$ cat config.mk
export PLATFORM = sky130hd
export DESIGN_NAME = draw_scheduler_flat
export DESIGN_NICKNAME = d
export VERILOG_FILES = /design/src/rtl/draw_scheduler_if.sv /design/src/rtl/draw_scheduler.sv /design/src/flat_wrapper.sv
export SDC_FILE = /design/constraint.sdc
export NUM_CORES = 1
export LEC_CHECK = 0
export CORE_MARGIN = 2
export CORE_UTILIZATION = 25
export DETAILED_ROUTE_END_ITERATION = 10
export GPL_TIMING_DRIVEN = 0
export PLACE_DENSITY_LB_ADDON = 0.3
export REMOVE_ABC_BUFFERS = 1
export SKIP_CTS_REPAIR_TIMING = 1
export SYNTH_ARGS = -nofsm -noshare
export SYNTH_HDL_FRONTEND = slang
export SYNTH_SLANG_ARGS = --single-unit
export TNS_END_PERCENT = 30
$ cat constraint.sdc
create_clock -name CLOCK_50 -period 5.2 [get_ports CLOCK_50]
set_input_delay 0.78 -clock CLOCK_50 [delete_from_list [all_inputs] [get_ports CLOCK_50]]
set_output_delay 0.78 -clock CLOCK_50 [all_outputs]
set_load 0.005 [all_outputs]
$ cat src/rtl/draw_scheduler_if.sv
// Pixel path shared by the scheduler: background ROM fetch (address out,
// colour back one cycle later) plus the VGA adapter write port.
interface draw_scheduler_if;
  logic [14:0] bg_addr;
  logic [11:0] bg_colour;
  logic [7:0]  x;
  logic [6:0]  y;
  logic [11:0] colour;
  logic        plot;

  modport master (
    output bg_addr, x, y, colour, plot,
    input  bg_colour
  );

  modport slave (
    input  bg_addr, x, y, colour, plot,
    output bg_colour
  );
endinterface

$ cat src/rtl/draw_scheduler.sv
// Frame scheduler for a single VGA write port. Each frame repaints the
// background from ROM, then draws player 1, player 2 and the ball as solid
// squares, then idles for FRAME_GAP cycles before the next frame.
module draw_scheduler #(
  parameter int SCREEN_W    = 160,
  parameter int SCREEN_H    = 120,
  parameter int PLAYER_SIZE = 6,
  parameter int BALL_SIZE   = 3,
  parameter int FRAME_GAP   = 2500000
) (
  input  logic             CLOCK_50,
  input  logic             reset,
  input  logic             run,
  input  logic [7:0]       p1_x,
  input  logic [6:0]       p1_y,
  input  logic [7:0]       p2_x,
  input  logic [6:0]       p2_y,
  input  logic [7:0]       ball_x,
  input  logic [6:0]       ball_y,
  output logic             busy,
  output logic             frame_done,
  draw_scheduler_if.master vga
);

  localparam int                WAIT_W      = (FRAME_GAP > 1) ? $clog2(FRAME_GAP) : 1;
  localparam logic [WAIT_W-1:0] WAIT_LAST   = WAIT_W'(FRAME_GAP - 1);
  localparam logic [7:0]        LAST_COL    = 8'(SCREEN_W - 1);
  localparam logic [6:0]        LAST_ROW    = 7'(SCREEN_H - 1);
  localparam logic [7:0]        PLAYER_LAST = 8'(PLAYER_SIZE - 1);
  localparam logic [7:0]        BALL_LAST   = 8'(BALL_SIZE - 1);
  localparam logic [11:0]       P1_COLOUR   = 12'hF00;
  localparam logic [11:0]       P2_COLOUR   = 12'h00F;
  localparam logic [11:0]       BALL_COLOUR = 12'hFFF;

  typedef enum logic [2:0] {
    IDLE,
    CLEAR,
    P1,
    P2,
    BALL,
    WAIT
  } state_t;

  state_t            state_q, state_d;
  logic [7:0]        cnt_x_q, cnt_x_d;
  logic [6:0]        cnt_y_q, cnt_y_d;
  logic [WAIT_W-1:0] wait_q, wait_d;
  logic [7:0]        p1_x_q, p1_x_d, p2_x_q, p2_x_d, ball_x_q, ball_x_d;
  logic [6:0]        p1_y_q, p1_y_d, p2_y_q, p2_y_d, ball_y_q, ball_y_d;
  logic [14:0]       bg_addr_q, bg_addr_d;
  logic [7:0]        x_q, x_d;
  logic [6:0]        y_q, y_d;
  logic [11:0]       colour_q, colour_d;
  logic              plot_q, plot_d;
  logic              busy_q, busy_d;
  logic              frame_done_q, frame_done_d;

  logic [7:0]        spr_x;
  logic [6:0]        spr_y;
  logic [7:0]        span_last;
  logic [11:0]       spr_colour;
  state_t            spr_next;
  logic [8:0]        sum_x;
  logic [7:0]        sum_y;
  logic              clipped;
  logic              start_frame;
  logic [7:0]        nxt_x;
  logic [6:0]        nxt_y;

  // Select the latched position, size, colour and successor of the sprite being drawn.
  always_comb begin
    spr_x      = ball_x_q;
    spr_y      = ball_y_q;
    span_last  = BALL_LAST;
    spr_colour = BALL_COLOUR;
    spr_next   = WAIT;
    case (state_q)
      P1: begin
        spr_x      = p1_x_q;
        spr_y      = p1_y_q;
        span_last  = PLAYER_LAST;
        spr_colour = P1_COLOUR;
        spr_next   = P2;
      end
      P2: begin
        spr_x      = p2_x_q;
        spr_y      = p2_y_q;
        span_last  = PLAYER_LAST;
        spr_colour = P2_COLOUR;
        spr_next   = BALL;
      end
      default: ;
    endcase
    // One extra bit so off-screen pixels are detected instead of wrapping.
    sum_x   = {1'b0, spr_x} + {1'b0, cnt_x_q};
    sum_y   = {1'b0, spr_y} + {1'b0, cnt_y_q};
    clipped = (sum_x >= 9'(SCREEN_W)) || (sum_y >= 8'(SCREEN_H));
  end

  // Next-state, pixel counters, position latching and the next pixel to present.
  always_comb begin
    state_d     = state_q;
    cnt_x_d     = cnt_x_q;
    cnt_y_d     = cnt_y_q;
    wait_d      = wait_q;
    p1_x_d      = p1_x_q;
    p1_y_d      = p1_y_q;
    p2_x_d      = p2_x_q;
    p2_y_d      = p2_y_q;
    ball_x_d    = ball_x_q;
    ball_y_d    = ball_y_q;
    x_d         = x_q;
    y_d         = y_q;
    colour_d    = colour_q;
    plot_d      = 1'b0;
    start_frame = 1'b0;

    case (state_q)
      IDLE: begin
        if (run) begin
          state_d     = CLEAR;
          start_frame = 1'b1;
        end
      end

      CLEAR: begin
        // bg_colour already holds the ROM word for the current counter position.
        plot_d   = 1'b1;
        x_d      = cnt_x_q;
        y_d      = cnt_y_q;
        colour_d = vga.bg_colour;
        if (cnt_x_q == LAST_COL) begin
          cnt_x_d = 8'd0;
          if (cnt_y_q == LAST_ROW) begin
            cnt_y_d = 7'd0;
            state_d = P1;
          end else begin
            cnt_y_d = cnt_y_q + 7'd1;
          end
        end else begin
          cnt_x_d = cnt_x_q + 8'd1;
        end
      end

      P1, P2, BALL: begin
        // Clipped pixels still take their cycle; the coordinate outputs hold.
        if (!clipped) begin
          plot_d   = 1'b1;
          x_d      = sum_x[7:0];
          y_d      = sum_y[6:0];
          colour_d = spr_colour;
        end
        if (cnt_x_q == span_last) begin
          cnt_x_d = 8'd0;
          if ({1'b0, cnt_y_q} == span_last) begin
            cnt_y_d = 7'd0;
            state_d = spr_next;
            wait_d  = '0;
          end else begin
            cnt_y_d = cnt_y_q + 7'd1;
          end
        end else begin
          cnt_x_d = cnt_x_q + 8'd1;
        end
      end

      WAIT: begin
        if (wait_q == WAIT_LAST) begin
          wait_d = '0;
          if (run) begin
            state_d     = CLEAR;
            start_frame = 1'b1;
          end else begin
            state_d = IDLE;
          end
        end else begin
          wait_d = wait_q + 1'b1;
        end
      end

      default: state_d = IDLE;
    endcase

    if (start_frame) begin
      p1_x_d   = p1_x;
      p1_y_d   = p1_y;
      p2_x_d   = p2_x;
      p2_y_d   = p2_y;
      ball_x_d = ball_x;
      ball_y_d = ball_y;
      cnt_x_d  = 8'd0;
      cnt_y_d  = 7'd0;
    end

    frame_done_d = (state_d == WAIT) && (wait_d == WAIT_LAST);
    busy_d       = (state_d != IDLE);
  end

  // Prefetch the ROM one pixel ahead so its one-cycle latency lines up with the
  // registered pixel outputs; outside CLEAR the address parks at 0, ready for (0,0).
  always_comb begin
    if (cnt_x_d == LAST_COL) begin
      nxt_x = 8'd0;
      nxt_y = cnt_y_d + 7'd1;
    end else begin
      nxt_x = cnt_x_d + 8'd1;
      nxt_y = cnt_y_d;
    end
    bg_addr_d = 15'd0;
    if ((state_d == CLEAR) && !((cnt_x_d == LAST_COL) && (cnt_y_d == LAST_ROW))) begin
      bg_addr_d = ({8'd0, nxt_y} * 15'(SCREEN_W)) + {7'd0, nxt_x};
    end
  end

  // State and output registers; reset overrides every other update.
  always_ff @(posedge CLOCK_50) begin
    if (reset) begin
      state_q      <= IDLE;
      cnt_x_q      <= 8'd0;
      cnt_y_q      <= 7'd0;
      wait_q       <= '0;
      p1_x_q       <= 8'd0;
      p1_y_q       <= 7'd0;
      p2_x_q       <= 8'd0;
      p2_y_q       <= 7'd0;
      ball_x_q     <= 8'd0;
      ball_y_q     <= 7'd0;
      bg_addr_q    <= 15'd0;
      x_q          <= 8'd0;
      y_q          <= 7'd0;
      colour_q     <= 12'd0;
      plot_q       <= 1'b0;
      busy_q       <= 1'b0;
      frame_done_q <= 1'b0;
    end else begin
      state_q      <= state_d;
      cnt_x_q      <= cnt_x_d;
      cnt_y_q      <= cnt_y_d;
      wait_q       <= wait_d;
      p1_x_q       <= p1_x_d;
      p1_y_q       <= p1_y_d;
      p2_x_q       <= p2_x_d;
      p2_y_q       <= p2_y_d;
      ball_x_q     <= ball_x_d;
      ball_y_q     <= ball_y_d;
      bg_addr_q    <= bg_addr_d;
      x_q          <= x_d;
      y_q          <= y_d;
      colour_q     <= colour_d;
      plot_q       <= plot_d;
      busy_q       <= busy_d;
      frame_done_q <= frame_done_d;
    end
  end

  assign vga.bg_addr = bg_addr_q;
  assign vga.x       = x_q;
  assign vga.y       = y_q;
  assign vga.colour  = colour_q;
  assign vga.plot    = plot_q;
  assign busy        = busy_q;
  assign frame_done  = frame_done_q;

endmodule

$ cat src/flat_wrapper.sv
// flat-port wrapper written by rule: the top's interface ports become plain ports
module draw_scheduler_flat 
#(
  parameter int SCREEN_W    = 160,
  parameter int SCREEN_H    = 120,
  parameter int PLAYER_SIZE = 6,
  parameter int BALL_SIZE   = 3,
  parameter int FRAME_GAP   = 2500000
)
  (CLOCK_50, reset, run, p1_x, p1_y, p2_x, p2_y, ball_x, ball_y, busy, frame_done, vga_bg_addr, vga_x, vga_y, vga_colour, vga_plot, vga_bg_colour);
  draw_scheduler_if vga_i ();
  input  logic CLOCK_50;
  input  logic reset;
  input  logic run;
  input  logic [7:0] p1_x;
  input  logic [6:0] p1_y;
  input  logic [7:0] p2_x;
  input  logic [6:0] p2_y;
  input  logic [7:0] ball_x;
  input  logic [6:0] ball_y;
  output logic busy;
  output logic frame_done;
  output wire logic [$bits(vga_i.bg_addr)-1:0] vga_bg_addr;
  output wire logic [$bits(vga_i.x)-1:0] vga_x;
  output wire logic [$bits(vga_i.y)-1:0] vga_y;
  output wire logic [$bits(vga_i.colour)-1:0] vga_colour;
  output wire logic [$bits(vga_i.plot)-1:0] vga_plot;
  input wire logic [$bits(vga_i.bg_colour)-1:0] vga_bg_colour;
  assign vga_bg_addr = vga_i.bg_addr;
  assign vga_x = vga_i.x;
  assign vga_y = vga_i.y;
  assign vga_colour = vga_i.colour;
  assign vga_plot = vga_i.plot;
  assign vga_i.bg_colour = vga_bg_colour;
  draw_scheduler #(.SCREEN_W(SCREEN_W), .SCREEN_H(SCREEN_H), .PLAYER_SIZE(PLAYER_SIZE), .BALL_SIZE(BALL_SIZE), .FRAME_GAP(FRAME_GAP)) u_core (.CLOCK_50(CLOCK_50), .reset(reset), .run(run), .p1_x(p1_x), .p1_y(p1_y), .p2_x(p2_x), .p2_y(p2_y), .ball_x(ball_x), .ball_y(ball_y), .busy(busy), .frame_done(frame_done), .vga(vga_i));
endmodule
==> metrics.md <==
| Metric | Value |
|---|---|
| Most used DFF post-synth | dfxtp_1 |
| Number of global-route vias before repair | 6594 |
| Maximum VDD drop | 0.221 mV |
| Core footprint | 29800 sq um |
| Main combinational cell family by area after synthesis | simple AND/OR/NAND/NOR gates |
| Status | finished, violations left |
| Total die area | 31800 sq um |
| Reg2reg path depth | 26 |
| RSZ-0062 raised after global routing | true |
| Vias per std cell | 4.94 |
| Seq cells post-synth | 130 |
| Critical path required time | 5.57 ns |
| DRT Wirelength | 22800 um |
| First drt pass iteration count | 5 |
| Endpoints failing setup | 2 |
| RR Endpoint | u_core.vga.bg_addr[14] |
| Synth Area in XOR/XNOR | 4.48% |
| Clock skew | 0.0121 ns |
| Synth area leader | dfxtp_1 |
| CTS max path bufs | 2 |
| Die Span Y | 178 um |
| Rows | 63 |
| Startpoint types | register |
| Place WS | -2.04 ns |
| Largest net degree at the start of global routing | 72 |
| Max FO, Critical Path | 7 |
| Cell Area, Placed | 9030 sq um |
| Mapped Area | 7600 sq um |
| Htree depth | 4 |
| Top cells by area, synth | dfxtp_1 34%, nand2_1 8.2%, a21oi_1 5.9% |
| Initial DRC count | 503 |
| Cell variety after synth | 78 |
| CTS tree | done |
| CP max-delay cell | or4b_4 |
| Simple-Gate Fraction of Synth Area | 26.3% |
| Remaining DRCs | 0 |
| Fillers | 3090 |
| Leakage | 3.81 nW |
| Compound-Gate Fraction of Synth Area | 21.4% |
| Layout cells sized above 1 | 14.2% |
| Most common cell in the netlist | nand2_1 |
| Nets@finish | 1186 |
| All-Layer GR Usage | 13.5% |
| Cell Pwr Density | 258 nW/um^2 |
| Yosys warns | 0 |
| ANT cells | 0 |
| Leading cell types by count after synthesis | 166 x nand2_1, 130 x dfxtp_1, 89 x a21oi_1 |
| Total congestion overflow | 0 |
| Worst setup path end | u_core.vga.bg_addr[14] |
| Clock slew at reported path FFs | 0.06 ns |
| Max cap viols | 0 |
| CTS Buf Count | 17 |
| Routability cong. | 0.851 |
| Initial Util | 25.5% |
| Post-DP HPWL | 14700 um |
| Tcrit/Tclk final | 101% |
| Post-Syn Instances | 976 |
| Design Area, Final | 10300 sq um |
| Hold Crit Start | u_core.p1_y_q[0] |
| Final Total Pwr | 0.00266 W |
| Number of flops mapped to enable cells by yosys | 0 |
| Data arrival time of the critical path | 5.60 ns |
| Tightest Pin Transition | 1.05 ns |
| Worst min-delay path class | register to register |
| Final slew viol count | 0 |
| FF-to-FF Start | u_core.cnt_x_q[0] |
| Synth-to-layout area growth | 35.8% |
| Rel. slew slack | 29.1% |
| R2r setup slk | -0.03 ns |
| Wirelength per Cell | 15.3 um |
| Failing checks | setup timing |
| FMAX | 0.191 GHz |
| Initial antenna violation count | 0 |
| Remaining antenna violation count | 0 |
| Syn avg cell area | 7.78 sq um |
| Critical Path Start | u_core.cnt_x_q[0] |
| Die span in x | 178 um |
| Post-synthesis mux area share | 3.31% |
| PnR worst setup slack | -0.0327 ns |
| Min cycle time layout | 5.23 ns |
| Post-Synth Adder-Cell Area | 6.16% |
| PortBufs | 104 |
| Clk Latency, worst-skew pair | 0.43 ns |
| Critical path capture point type | register |
| Clk root buf | clkbuf_16 |
| Final hold violations | 0 |
| CP max stage delay | 0.58 ns |
| Fraction of registers with async set/reset | 0% |
| Ports | 105 |
| Post-synth top area share | 34.3% |
| Wire length of the first global-routing pass | 34300 um |
| Clock sink total | 130 |
| Crit path kind | register to register |
| Via count | 7375 |
| Register area share after synthesis | 34.3% |
[routing by layer]
metal	GRT usage (%)	vias up	share of wire, %
li1	-	3725	-
met3	2.71	31	5.8
met1	18.5	3376	47
met5	0	-	0
met4	4.78	0	2.4
met2	21.2	243	45
[through the flow]
step	util (%)	hold slack (ns)	setup TNS, ns	std cells
5_1_grt	34.6	0.472	-0.559	1494
4_1_cts	32.5	0.455	-11.75	1448
3_3_place_gp	29.8	0.442	-198.03	1409
3_5_place_dp	30.3	0.447	-11.59	1416
6_report	34.6	0.453	-0.0626	1494
2_1_floorplan	-	0.423	-55.22	915
[layout by cell type, fill, tap and decap left out, types with 6 or more instances in the layout]
master | netlist | layout
a21o_1 | 11 | 11
buf_4 | 0 | 42
nor3_1 | 27 | 24
o22ai_1 | 7 | 7
nand2b_1 | 14 | 13
dfxtp_1 | 130 | 119
xnor2_1 | 20 | 18
nor4_1 | 9 | 9
and3_1 | 11 | 11
dfxtp_4 | 0 | 6
a21oi_1 | 89 | 87
clkdlybuf4s50_1 | 0 | 102
nand2_1 | 166 | 165
a211oi_1 | 11 | 11
xor2_1 | 17 | 17
nor2_1 | 86 | 81
nor2b_1 | 15 | 14
or2_2 | 8 | 8
a311oi_1 | 18 | 18
ha_1 | 31 | 27
nand3_1 | 23 | 21
o211ai_1 | 11 | 11
nand4_1 | 9 | 9
o21ai_0 | 54 | 52
clkbuf_16 | 0 | 18
mux2i_1 | 24 | 24
inv_1 | 19 | 17
a31oi_1 | 8 | 6
[worst min path at each step]
| stage | end | slack, ns | cells after the start |
|---|---|---|---|
| floorplan | u_core.wait_q[21] | 0.42 | 1 |
| global placement | u_core.ball_y_q[6] | 0.44 | 2 |
| detailed placement | u_core.ball_y_q[6] | 0.45 | 2 |
| CTS | u_core.ball_y_q[4] | 0.46 | 2 |
| global route | u_core.p2_x_q[0] | 0.47 | 2 |
| finish | u_core.p1_y_q[0] | 0.45 | 2 |
[power breakdown]
part / internal (W) / switching [W]
registers: 0.00103 / 0.0000253
logic: 0.000144 / 0.000135
clock network: 0.000832 / 0.000490
[state kept, by name (all words and copies together) (netlist names), 3 cells and up]
register,cells
u_core.ball_x_q,8
u_core.ball_y_q,7
u_core.cnt_x_q,8
u_core.cnt_y_q,7
u_core.p1_x_q,8
u_core.p1_y_q,7
u_core.p2_x_q,8
u_core.p2_y_q,7
u_core.state_q,3
u_core.vga.bg_addr,15
u_core.vga.colour,12
u_core.vga.x,8
u_core.vga.y,7
u_core.wait_q,22
[final cells by class]
class | count | area [sq um] | share of cell area [%]
Clock buffer | 21 | 460 | 4.46
Sequential cell | 130 | 2630 | 25.5
Inverter | 19 | 71.3 | 0.691
Multi-Input combinational cell | 769 | 4980 | 48.3
Clock inverter | 11 | 178 | 1.72
Tap cell | 390 | 488 | 4.73
Timing Repair Buffer | 154 | 1510 | 14.6
[cell families (layout without fill, tap and decap cells)]
kind of cell,after synthesis,count (layout)
buffers and inverters,80,205
AO/OA/AOI/OAI,253,254
adder cells (fa/ha/maj),35,35
multiplexers,25,25
flip-flops,130,130
AND/OR/NAND/NOR,415,417
XOR/XNOR,38,38
[critical path: cells and delay by family, from the launching register on]
| family | cells | cell delay (ns) |
|---|---|---|
| simple gates | 8 | 1.60 |
| fa+ha+maj | 5 | 1.19 |
| compound gates | 7 | 1.18 |
| xor+xnor | 2 | 0.43 |
| flops | 1 | 0.38 |
| buf+inv | 3 | 0.22 |
| mux | 1 | 0.17 |
No activity file was read; power rests on OpenSTA's default activity.
